`config.mk`:
```
export PLATFORM = sky130hd
export DESIGN_NAME = traffic_phase_controller
export DESIGN_NICKNAME = d
export VERILOG_FILES = /design/src/rtl/traffic_phase_controller_pkg.sv /design/src/rtl/traffic_phase_controller_arbiter.sv /design/src/rtl/traffic_phase_controller.sv
export SDC_FILE = /design/constraint.sdc
export NUM_CORES = 1
export LEC_CHECK = 0
export ABC_AREA = 1
export BUFFER_PORTS_ARGS = -buffer_cell sky130_fd_sc_hd__buf_4
export CORE_ASPECT_RATIO = 1.4
export CORE_MARGIN = 2
export CORE_UTILIZATION = 28
export CTS_CLUSTER_SIZE = 16
export DETAILED_ROUTE_END_ITERATION = 16
export PLACE_DENSITY = 0.54
export SYNTH_ARGS = -nofsm -noshare
export SYNTH_HDL_FRONTEND = slang
export SYNTH_HIERARCHICAL = 1
export SYNTH_SLANG_ARGS = --single-unit
```
`constraint.sdc`:
```
create_clock -name clk -period 4.4 [get_ports clk]
set_clock_uncertainty 0.15 [all_clocks]
set_input_delay 0.44 -clock clk [delete_from_list [all_inputs] [get_ports clk]]
set_output_delay 0.44 -clock clk [all_outputs]
set_load 0.005 [all_outputs]
```
`src/rtl/traffic_phase_controller_pkg.sv`:
```
// ---------------------------------------------------------------------------
// light_package
// Shared types and constants for the intersection phase controller.
//   colors         : per-head colour code. Red is zero, so any non-zero value
//                    means the head is showing something other than red.
//   phase_state_t  : controller sequencing states.
//   DEFAULT_PHASE_MAP : default phase-to-light masks for the 5-head layout
//                    [0]e_str [1]e_left [2]w_str [3]w_left [4]ns.
//                    P0 = lefts, P1 = straights, P2 = north/south.
//   max3()         : helper used to size the shared phase timer.
// ---------------------------------------------------------------------------
package light_package;

    typedef enum logic [1:0] {
        RED    = 2'b00,
        YELLOW = 2'b01,
        GREEN  = 2'b10
    } colors;

    typedef enum logic [1:0] {
        PH_IDLE   = 2'd0,
        PH_GREEN  = 2'd1,
        PH_YELLOW = 2'd2,
        PH_ALLRED = 2'd3
    } phase_state_t;

    // Element [2] is the leftmost literal: P2 = ns, P1 = straights, P0 = lefts.
    localparam logic [2:0][4:0] DEFAULT_PHASE_MAP = {5'b10000, 5'b00101, 5'b01010};

    function automatic int max3(input int a, input int b, input int c);
        int m;
        m = a;
        if (b > m) m = b;
        if (c > m) m = c;
        return m;
    endfunction

endpackage

```
`src/rtl/traffic_phase_controller_arbiter.sv`:
```
// ---------------------------------------------------------------------------
// phase_rr_arbiter
// Purely combinational rotate-priority search over phase demands.
// The search starts at ptr+1 and wraps modulo NUM_PHASES; ptr itself is
// examined last, so the phase that was just served has lowest priority.
//   dem         in  NUM_PHASES        per-phase demand
//   ptr         in  clog2(NUM_PHASES) last granted phase
//   grant       out clog2(NUM_PHASES) selected phase (0 when none)
//   grant_valid out 1                 some phase is demanding
// ---------------------------------------------------------------------------
module phase_rr_arbiter #(
    parameter int NUM_PHASES = 3
) (
    input  logic [NUM_PHASES-1:0]         dem,
    input  logic [$clog2(NUM_PHASES)-1:0] ptr,
    output logic [$clog2(NUM_PHASES)-1:0] grant,
    output logic                          grant_valid
);

    localparam int PW = $clog2(NUM_PHASES);

    // (p + off) mod NUM_PHASES for off in 1..NUM_PHASES without a divider.
    function automatic logic [PW-1:0] wrap_idx(input logic [PW-1:0] p, input int off);
        int s;
        s = int'(p) + off;
        if (s >= NUM_PHASES) s = s - NUM_PHASES;
        return PW'(s);
    endfunction

    always_comb begin
        grant       = '0;
        grant_valid = 1'b0;
        // Walk from the farthest candidate to the nearest so the last hit,
        // which overwrites earlier ones, is the closest phase after ptr.
        for (int i = NUM_PHASES; i >= 1; i--) begin
            if (dem[wrap_idx(ptr, i)]) begin
                grant       = wrap_idx(ptr, i);
                grant_valid = 1'b1;
            end
        end
    end

endmodule

```
`src/rtl/traffic_phase_controller.sv`:
```
// ---------------------------------------------------------------------------
// traffic_phase_controller
// Serves NUM_PHASES mutually exclusive signal phases round-robin with
// min-green, forced rotation at max-green, gap-out, timed yellow and
// all-red clearance. All outputs decode from registered state only.
//   clk          in  1                  system clock (rising edge)
//   reset        in  1                  synchronous active-high, all-red idle
//   sensor       in  NUM_LIGHTS         per-light demand
//   lights       out NUM_LIGHTS x 2     per-light colour (light_package::colors)
//   active_phase out clog2(NUM_PHASES)  phase currently green/yellow
//   phase_valid  out 1                  high in GREEN and YELLOW
// ---------------------------------------------------------------------------
module traffic_phase_controller
    import light_package::*;
#(
    parameter int NUM_LIGHTS  = 5,
    parameter int NUM_PHASES  = 3,
    parameter logic [NUM_PHASES-1:0][NUM_LIGHTS-1:0] PHASE_MAP = DEFAULT_PHASE_MAP,
    parameter int MIN_GREEN   = 5,
    parameter int MAX_GREEN   = 10,
    parameter int YELLOW_TIME = 2,
    parameter int ALLRED_TIME = 1
) (
    input  logic                              clk,
    input  logic                              reset,
    input  logic [NUM_LIGHTS-1:0]             sensor,
    output logic [NUM_LIGHTS-1:0][1:0]        lights,
    output logic [$clog2(NUM_PHASES)-1:0]     active_phase,
    output logic                              phase_valid
);

    localparam int PW = $clog2(NUM_PHASES);
    // One timer is reused for green, yellow and all-red, so it must hold the
    // largest of the three counts.
    localparam int TW = $clog2(max3(MAX_GREEN, YELLOW_TIME, ALLRED_TIME) + 1);

    localparam logic [1:0] ST_IDLE   = PH_IDLE;
    localparam logic [1:0] ST_GREEN  = PH_GREEN;
    localparam logic [1:0] ST_YELLOW = PH_YELLOW;
    localparam logic [1:0] ST_ALLRED = PH_ALLRED;

    localparam logic [TW-1:0] T_MIN_LAST = TW'(MIN_GREEN - 1);
    localparam logic [TW-1:0] T_MAX_LAST = TW'(MAX_GREEN - 1);
    localparam logic [TW-1:0] T_MAX      = TW'(MAX_GREEN);
    localparam logic [TW-1:0] T_Y_LAST   = TW'(YELLOW_TIME - 1);
    localparam logic [TW-1:0] T_R_LAST   = TW'(ALLRED_TIME - 1);

    logic [1:0]            state_q,  state_d;
    logic [TW-1:0]         timer_q,  timer_d;
    logic [PW-1:0]         active_q, active_d;
    logic [PW-1:0]         ptr_q,    ptr_d;

    logic [NUM_PHASES-1:0] dem;
    logic [PW-1:0]         grant;
    logic                  grant_valid;
    logic                  own_dem;
    logic                  other_dem;
    logic [TW-1:0]         timer_inc;

    genvar gi;
    generate
        for (gi = 0; gi < NUM_PHASES; gi++) begin : g_dem
            assign dem[gi] = |(sensor & PHASE_MAP[gi]);
        end
    endgenerate

    assign own_dem   = dem[active_q];
    assign other_dem = |(dem & ~(NUM_PHASES'(1) << active_q));
    // Saturates at MAX_GREEN so an indefinite rest in green never wraps.
    assign timer_inc = (timer_q >= T_MAX) ? timer_q : timer_q + TW'(1);

    phase_rr_arbiter #(
        .NUM_PHASES (NUM_PHASES)
    ) u_arb (
        .dem         (dem),
        .ptr         (ptr_q),
        .grant       (grant),
        .grant_valid (grant_valid)
    );

    always_comb begin
        state_d  = state_q;
        timer_d  = timer_q;
        active_d = active_q;
        ptr_d    = ptr_q;
        case (state_q)
            ST_IDLE: begin
                if (grant_valid) begin
                    state_d  = ST_GREEN;
                    timer_d  = '0;
                    active_d = grant;
                    ptr_d    = grant;
                end
            end
            ST_GREEN: begin
                timer_d = timer_inc;
                // Leave only for a conflicting demand; own demand keeps the
                // phase up to max-green, its absence gaps out after min-green.
                if (timer_q >= T_MIN_LAST && other_dem &&
                    (!own_dem || timer_q >= T_MAX_LAST)) begin
                    state_d = ST_YELLOW;
                    timer_d = '0;
                end
            end
            ST_YELLOW: begin
                timer_d = timer_inc;
                if (timer_q == T_Y_LAST) begin
                    state_d = ST_ALLRED;
                    timer_d = '0;
                end
            end
            default: begin // ST_ALLRED
                timer_d = timer_inc;
                if (timer_q == T_R_LAST) begin
                    timer_d = '0;
                    if (grant_valid) begin
                        state_d  = ST_GREEN;
                        active_d = grant;
                        ptr_d    = grant;
                    end else begin
                        state_d  = ST_IDLE;
                    end
                end
            end
        endcase
    end

    always_ff @(posedge clk) begin
        if (reset) begin
            state_q  <= ST_IDLE;
            timer_q  <= '0;
            active_q <= '0;
            ptr_q    <= PW'(NUM_PHASES - 1);
        end else begin
            state_q  <= state_d;
            timer_q  <= timer_d;
            active_q <= active_d;
            ptr_q    <= ptr_d;
        end
    end

    assign phase_valid  = (state_q == ST_GREEN) || (state_q == ST_YELLOW);
    assign active_phase = active_q;

    generate
        for (gi = 0; gi < NUM_LIGHTS; gi++) begin : g_lamp
            logic lit;
            assign lit        = phase_valid && PHASE_MAP[active_q][gi];
            assign lights[gi] = !lit                   ? RED   :
                                (state_q == ST_GREEN)  ? GREEN : YELLOW;
        end
    endgenerate

endmodule

```
# [Yosys cells after proc, flatten, opt, wreduce, memory -nomap -nowiden]
# Index checks and enable logic that the tools add are counted.
[op_classes] order_cmp=10 add_sub_neg=7 shift=1 n_mux=43 eq_ne=6 reduce_logical=20 bitwise_logic=3
[op_table] cell="2-to-1 mux 2 bit" n=20
[op_table] cell="2-to-1 mux 4 bit" n=5
[op_table] cell="< comparator 2 x 3 -> 1 bit, second input constant" n=4
[op_table] cell="one-hot mux 4 bit (3 select lines)" n=1
[op_table] cell="binary-select mux 5 bit (select 2 bit)" n=1
[op_table] cell=">= comparator 3 x 2 -> 1 bit, second input constant" n=3
[op_table] cell="binary-select mux 1 bit (select 2 bit)" n=4
[op_table] cell=">= comparator 4 bit, second input constant" n=2
[op_table] cell="2-to-1 mux 1 bit" n=8
[op_table] cell="one-hot mux 2 bit (2 select lines)" n=2
[op_table] cell="logical AND 1 bit" n=7
[op_table] cell="adder 2 x 2 -> 3 bit, second input constant" n=2
[op_table] cell="inequality test 2 bit, second input constant" n=3
[op_table] cell="one-hot mux 2 bit (3 select lines)" n=1
[op_table] cell="OR reduction 2 bit" n=3
[op_table] cell="subtractor 2 x 1 -> 2 bit, second input constant" n=3
[op_table] cell="2-to-1 mux 5 bit" n=1
[op_table] cell="adder 4 x 1 -> 4 bit, second input constant" n=1
[op_table] cell="== test 4 x 1 -> 1 bit, second input constant" n=1
[op_table] cell=">= comparator 4 x 3 -> 1 bit, second input constant" n=1
[op_table] cell="logical NOT 4 bit" n=1
[op_table] cell="AND reduction 4 bit" n=1
[op_table] cell="nonzero test 4 bit" n=1
[op_table] cell="adder 2 x 1 -> 3 bit, second input constant" n=1
[op_table] cell="12 further kinds" n=13
[word_totals] wordCells=94 register_bits=10 output_inout_bits=13 input_bits=7

# [Depth between registers and ports, before layout]
[depth] word_depth=11 ltp_mapped=15 depth_no_buf=14

# [By module]
# Netlist, hierarchy kept.
[modules_own_cells] module="traffic_phase_controller" seq_area_each_um2=180.2 n_inst=1 area_each_um2=780.7 cells_per_inst=130
[modules_own_cells] module="phase_rr_arbiter" seq_area_each_um2=0.0 n_inst=1 area_each_um2=232.7 cells_per_inst=44

# [Worst setup path after synthesis]
# Ideal clock, no wire load.
[synth_path] path_kind="register to register" startpoint="register ptr_q[0]" endpoint="register state_q[1]" path_slack_ns=2.112 t_required_ns=4.137 t_arrival_ns=2.025 stages_incl_launch_ff=16 path_buffers=1 synth_period_minus_slack_ns=2.288 setup_time_ns=0.113 cell_sequence="dfxtp_1 inv_1 ha_1 buf_6 nand2_2 inv_2 nor2_4 nand2_1 o21ai_1 nand3b_1 nor2_1 nor2_1 nand3_2 nand2_1 nand2_1 nor2_1"
[synth_via] elab_chain_cells=10 word_cells_on_any_way=23 cone_classes="6 x add/sub; 3 x order compare; 1 x eq/ne; 12 x mux; 1 x reduce/logical"
[synth_rtl] item="from (decl)" line_no="traffic_phase_controller.sv:51" source="logic [PW-1:0] ptr_q, ptr_d;"
[synth_rtl] item="from (signal assigned)" line_no="traffic_phase_controller.sv:133" source="ptr_q <= PW'(NUM_PHASES - 1);"
[synth_rtl] item="from (signal assigned)" line_no="traffic_phase_controller.sv:138" source="ptr_q <= ptr_d;"
[synth_rtl] item="adder 2 x 2 -> 3 bit" line_no="traffic_phase_controller_arbiter.sv:25" source="s = int'(p) + off;"
[synth_rtl] item=">= comparator 3 x 2 -> 1 bit / subtractor 2 x 1 -> 2 bit (equally long branches)" line_no="traffic_phase_controller_arbiter.sv:26" source="if (s >= NUM_PHASES) s = s - NUM_PHASES;"
[synth_rtl] item="2-to-1 mux 2 bit" line_no="traffic_phase_controller_arbiter.sv:26"
[synth_rtl] item="binary-select mux 1 bit (select 2 bit)" line_no="traffic_phase_controller_arbiter.sv:36" source="if (dem[wrap_idx(ptr, i)]) begin"
[synth_rtl] item="2-to-1 mux 1 bit (not written as such)" line_no="traffic_phase_controller_arbiter.sv:36"
[synth_rtl] item="2-to-1 mux 1 bit (2 in a row)" line_no="traffic_phase_controller_arbiter.sv:36"
[synth_rtl] item="2-to-1 mux 1 bit *" line_no="traffic_phase_controller_arbiter.sv:36"
[synth_rtl] item="named net grant_valid" line_no="traffic_phase_controller.sv:55" source="logic grant_valid;"
[synth_rtl] item="inequality test 2 bit (no source line) *"
[synth_rtl] item="AND reduction 4 bit (no source line) *"
[synth_rtl] item="to (signal assigned)" line_no="traffic_phase_controller.sv:135" source="state_q <= state_d;"
[synth_rtl] item="to (decl)" line_no="traffic_phase_controller.sv:48" source="logic [1:0] state_q, state_d;"
# The timed path passes the listed nets; every way through them passes the cells marked *. The select of a mux whose other input is x is not followed.
# A chain may end at the register's enable or synchronous reset.

# [Final worst setup path]
[layout_path] startpoint="register ptr_q[0]" endpoint="register state_q[0]"
[layout_via] elab_chain_cells=11 word_cells_on_any_way=26 cone_classes="6 x add/sub; 3 x order compare; 1 x eq/ne; 15 x mux; 1 x reduce/logical"
[layout_rtl] item="adder 2 x 2 -> 3 bit" line_no="traffic_phase_controller_arbiter.sv:25"
[layout_rtl] item=">= comparator 3 x 2 -> 1 bit / subtractor 2 x 1 -> 2 bit (equally long branches)" line_no="traffic_phase_controller_arbiter.sv:26"
[layout_rtl] item="2-to-1 mux 2 bit" line_no="traffic_phase_controller_arbiter.sv:26"
[layout_rtl] item="binary-select mux 1 bit (select 2 bit)" line_no="traffic_phase_controller_arbiter.sv:36"
[layout_rtl] item="2-to-1 mux 1 bit (not written as such)" line_no="traffic_phase_controller_arbiter.sv:36"
[layout_rtl] item="2-to-1 mux 1 bit (2 in a row)" line_no="traffic_phase_controller_arbiter.sv:36"
[layout_rtl] item="2-to-1 mux 1 bit *" line_no="traffic_phase_controller_arbiter.sv:36"
[layout_rtl] item="named net grant_valid" line_no="traffic_phase_controller.sv:55"
[layout_rtl] item="2-to-1 mux 1 bit" line_no="traffic_phase_controller.sv:116" source="if (grant_valid) begin"
[layout_rtl] item="2-to-1 mux 2 bit" line_no="traffic_phase_controller.sv:114" source="if (timer_q == T_R_LAST) begin"
[layout_rtl] item="one-hot mux 2 bit (3 select lines)" line_no="traffic_phase_controller.sv:86" source="case (state_q)"
# Marked as above.

==> reports/metrics.cfg <==
[synth]
synthesis.area_sq_um = 1010
avgSynthCellArea_sq_um = 5.82
synth-seq-area-share = 0.178
yosys-top-cells-area = nand2_1 (19%), dfxtp_1 (18%), ha_1 (14%)
syn_nets = 192
yosysWarnings = 6
synthDominantCellAreaShare = 0.185
synthDistinctLibCells = 21
synth_seq_cells = 9
synth_cells = 174
yosysTopAreaCell = nand2_1

[placed_design]
gp_congestion = 0.774
portBuffers = 19
hpwl_mm = 1.87
place_ws_ns = 1.81
placedCellCount = 227
dpl_cell_area_sq_um = 1160

[clock_network]
numCtsBuffers = 3
post-cts-setup-buffers = 0
cts_tree = done
cts_sinks = 9
ctsHoldBuffers = 0
cts_max_level = 1
clk_path_buf_depth = 2
clockRootBuffer = clkbuf_8
clock_latency_ns = 0.23
cts_resized = 0
clkTransAtPathRegs_ns = 0.04

[power]
p_leak_nw = 0.667
p_comb_frac = 0.691
internal_power_mw = 0.379
peakVddDrop_v = 0.000352
netSwitchingFraction = 0.497
power_density_nw_per_um2 = 627
p_clk_frac = 0.124
total_power_mw = 0.754
p_seq_frac = 0.185
p_switching_mw = 0.375

[critical_path]
r2r_slack_ns = 1.82
slowest_stage = dfxtp_1
crit_type = flop to flop
path_cells = inv_1 > ha_1 > nand2_1 > o21ai_1 > a21oi_2 > nand3b_1 > nor2_1 > nor2_1 > nand3_2 > nand2_1 > nand2_1 > nor2_1
crit_path_start_kind = flop
timing.rr.end = state_q[0]
worstPathRequired_ns = 4.37
arrival_ns = 2.55
cpPeakStageDelay_ns = 0.50
endpoint_kind = flop
reg2reg_from = ptr_q[0]
cp_max_fo = 9
worst_r2r_path_depth = 12

[timing]
rsz0062_at_grt = no
setup_tns_ns = 0
slew_violations = 0
setup_viol = 0
tightest_slew_ns = 0.319
fmax_mhz = 388
hold_viol_final = 0
slew_headroom = 0.787
fin_crit_sh = 0.586
fin_ws_ns = 1.82
whs_ns = 0.261
finalCriticalPeriod_ns = 2.58

[die]
die_x_um = 54.8
ios = 20
rows = 25
die_area_sq_um = 4120
start_util = 0.297
design.core.area_sq_um = 3410
die_h_um = 75.2

[global_route]
antenna_found_initial = 0
grt_use_met3 = 0.0298
grt_pass1_wl_mm = 3.80
busiest_layer = met2
grtUsageMet1 = 0.135
grt_max_degree = 10
grt.met2_usage = 0.233
grt_pass1_vias = 966
grt_use_total = 0.123
grt-ovfl-total = 0

[route]
final_antenna_net_count = 0
drc_errors = 0
dr_total_vias = 1015
post_drt_via_cell_ratio = 4.39
dr.first_iter.drc_count = 29
wirelength_mm = 2.19
firstDrtPassIters = 4
wl_per_cell_um = 9.47

[layout]
diodes = 0
final_nets = 210
postLayoutCoreUtil = 0.353
syn_to_final_growth_pct = 18.8
drive_above_1_share = 0.220
final_cells = 231
final_common_cell = nand2_1
fin_area_sq_um = 1200
final_cell_mix = nand2_1 (50), nor2_1 (25), inv_1 (23), buf_4 (19), nand3_1 (15)

[worst_hold_path]
min_to = timer_q[2]
hold_start = reset
hold_path_depth = 2
worstHoldPathType = input port to flop

[status]
status = finished clean

[job]
cap_violations = 0

[state kept, by name, indices dropped and copies added, names as in the netlist]
name,flops
timer_q,4
ptr_q,2
state_q,2
active_phase,1
[layer usage]
layer | vias up | part of all wire
li1 | 565 | -
met1 | 427 | 0.42
met2 | 21 | 0.53
met3 | 2 | 0.048
met4 | 0 | 0.0018
met5 | - | 0
[cells in the mapped netlist (all sizes together)]
master	number
ha	11
nor2	28
inv	29
nand3b	1
nor3	3
or2	1
buf	6
nand3	17
nand2	55
o21ai	6
a21oi	8
dfxtp	9
[cells by family (layout without fill, tap and decap cells)]
group	after synthesis	in the layout	share of synthesized area
buffers and inverters	35	52	0.156
flip-flops	9	9	0.178
adder cells (fa/ha/maj)	11	11	0.136
AO/OA/AOI/OAI	14	14	0.0765
AND/OR/NAND/NOR	105	105	0.454
[power by group through the flow]
| stage | sequential (mW) | clock, mW | combinational, mW |
|---|---|---|---|
| CTS | 0.140 | 0.0962 | 0.529 |
| finish | 0.140 | 0.0932 | 0.521 |
| detailed placement | 0.142 | 0 | 0.526 |
| floorplan | 0.134 | 0 | 0.424 |
| global placement | 0.143 | 0 | 0.530 |
| global route | 0.146 | 0.101 | 0.612 |
[worst max path at each step]
stage / from / endpoint / slack (ns) / cells past startpoint
after floorplan: ptr_q[0] / state_q[1] / 2.11 / 15
after global placement: ptr_q[0] / state_q[0] / 1.90 / 12
after detailed placement: ptr_q[0] / state_q[0] / 1.81 / 12
after CTS: ptr_q[0] / state_q[0] / 1.81 / 12
after global routing: ptr_q[0] / state_q[1] / 1.53 / 11
final: ptr_q[0] / state_q[0] / 1.82 / 12
[cell type report]
| class | instances | area [sq um] |
|---|---|---|
| tap | 40 | 50.0 |
| clock buffer | 3 | 41.3 |
| multi-input combinational | 130 | 676 |
| timing repair buffer | 19 | 143 |
| sequential | 9 | 180 |
| clock inverter | 1 | 5.00 |
| fill | 376 | 2210 |
| inverter | 29 | 109 |
[worst max-delay path: cells and delay by family (launching register included)]
| family | cells | cell delay (ns) |
|---|---|---|
| adders and majority gates | 1 | 0.43 |
| buffers and inverters | 1 | 0.13 |
| and+or+nand+nor | 8 | 0.98 |
| DFF | 1 | 0.50 |
| AOI/OAI and AO/OA | 2 | 0.29 |
(Power assumes the default switching activity.)
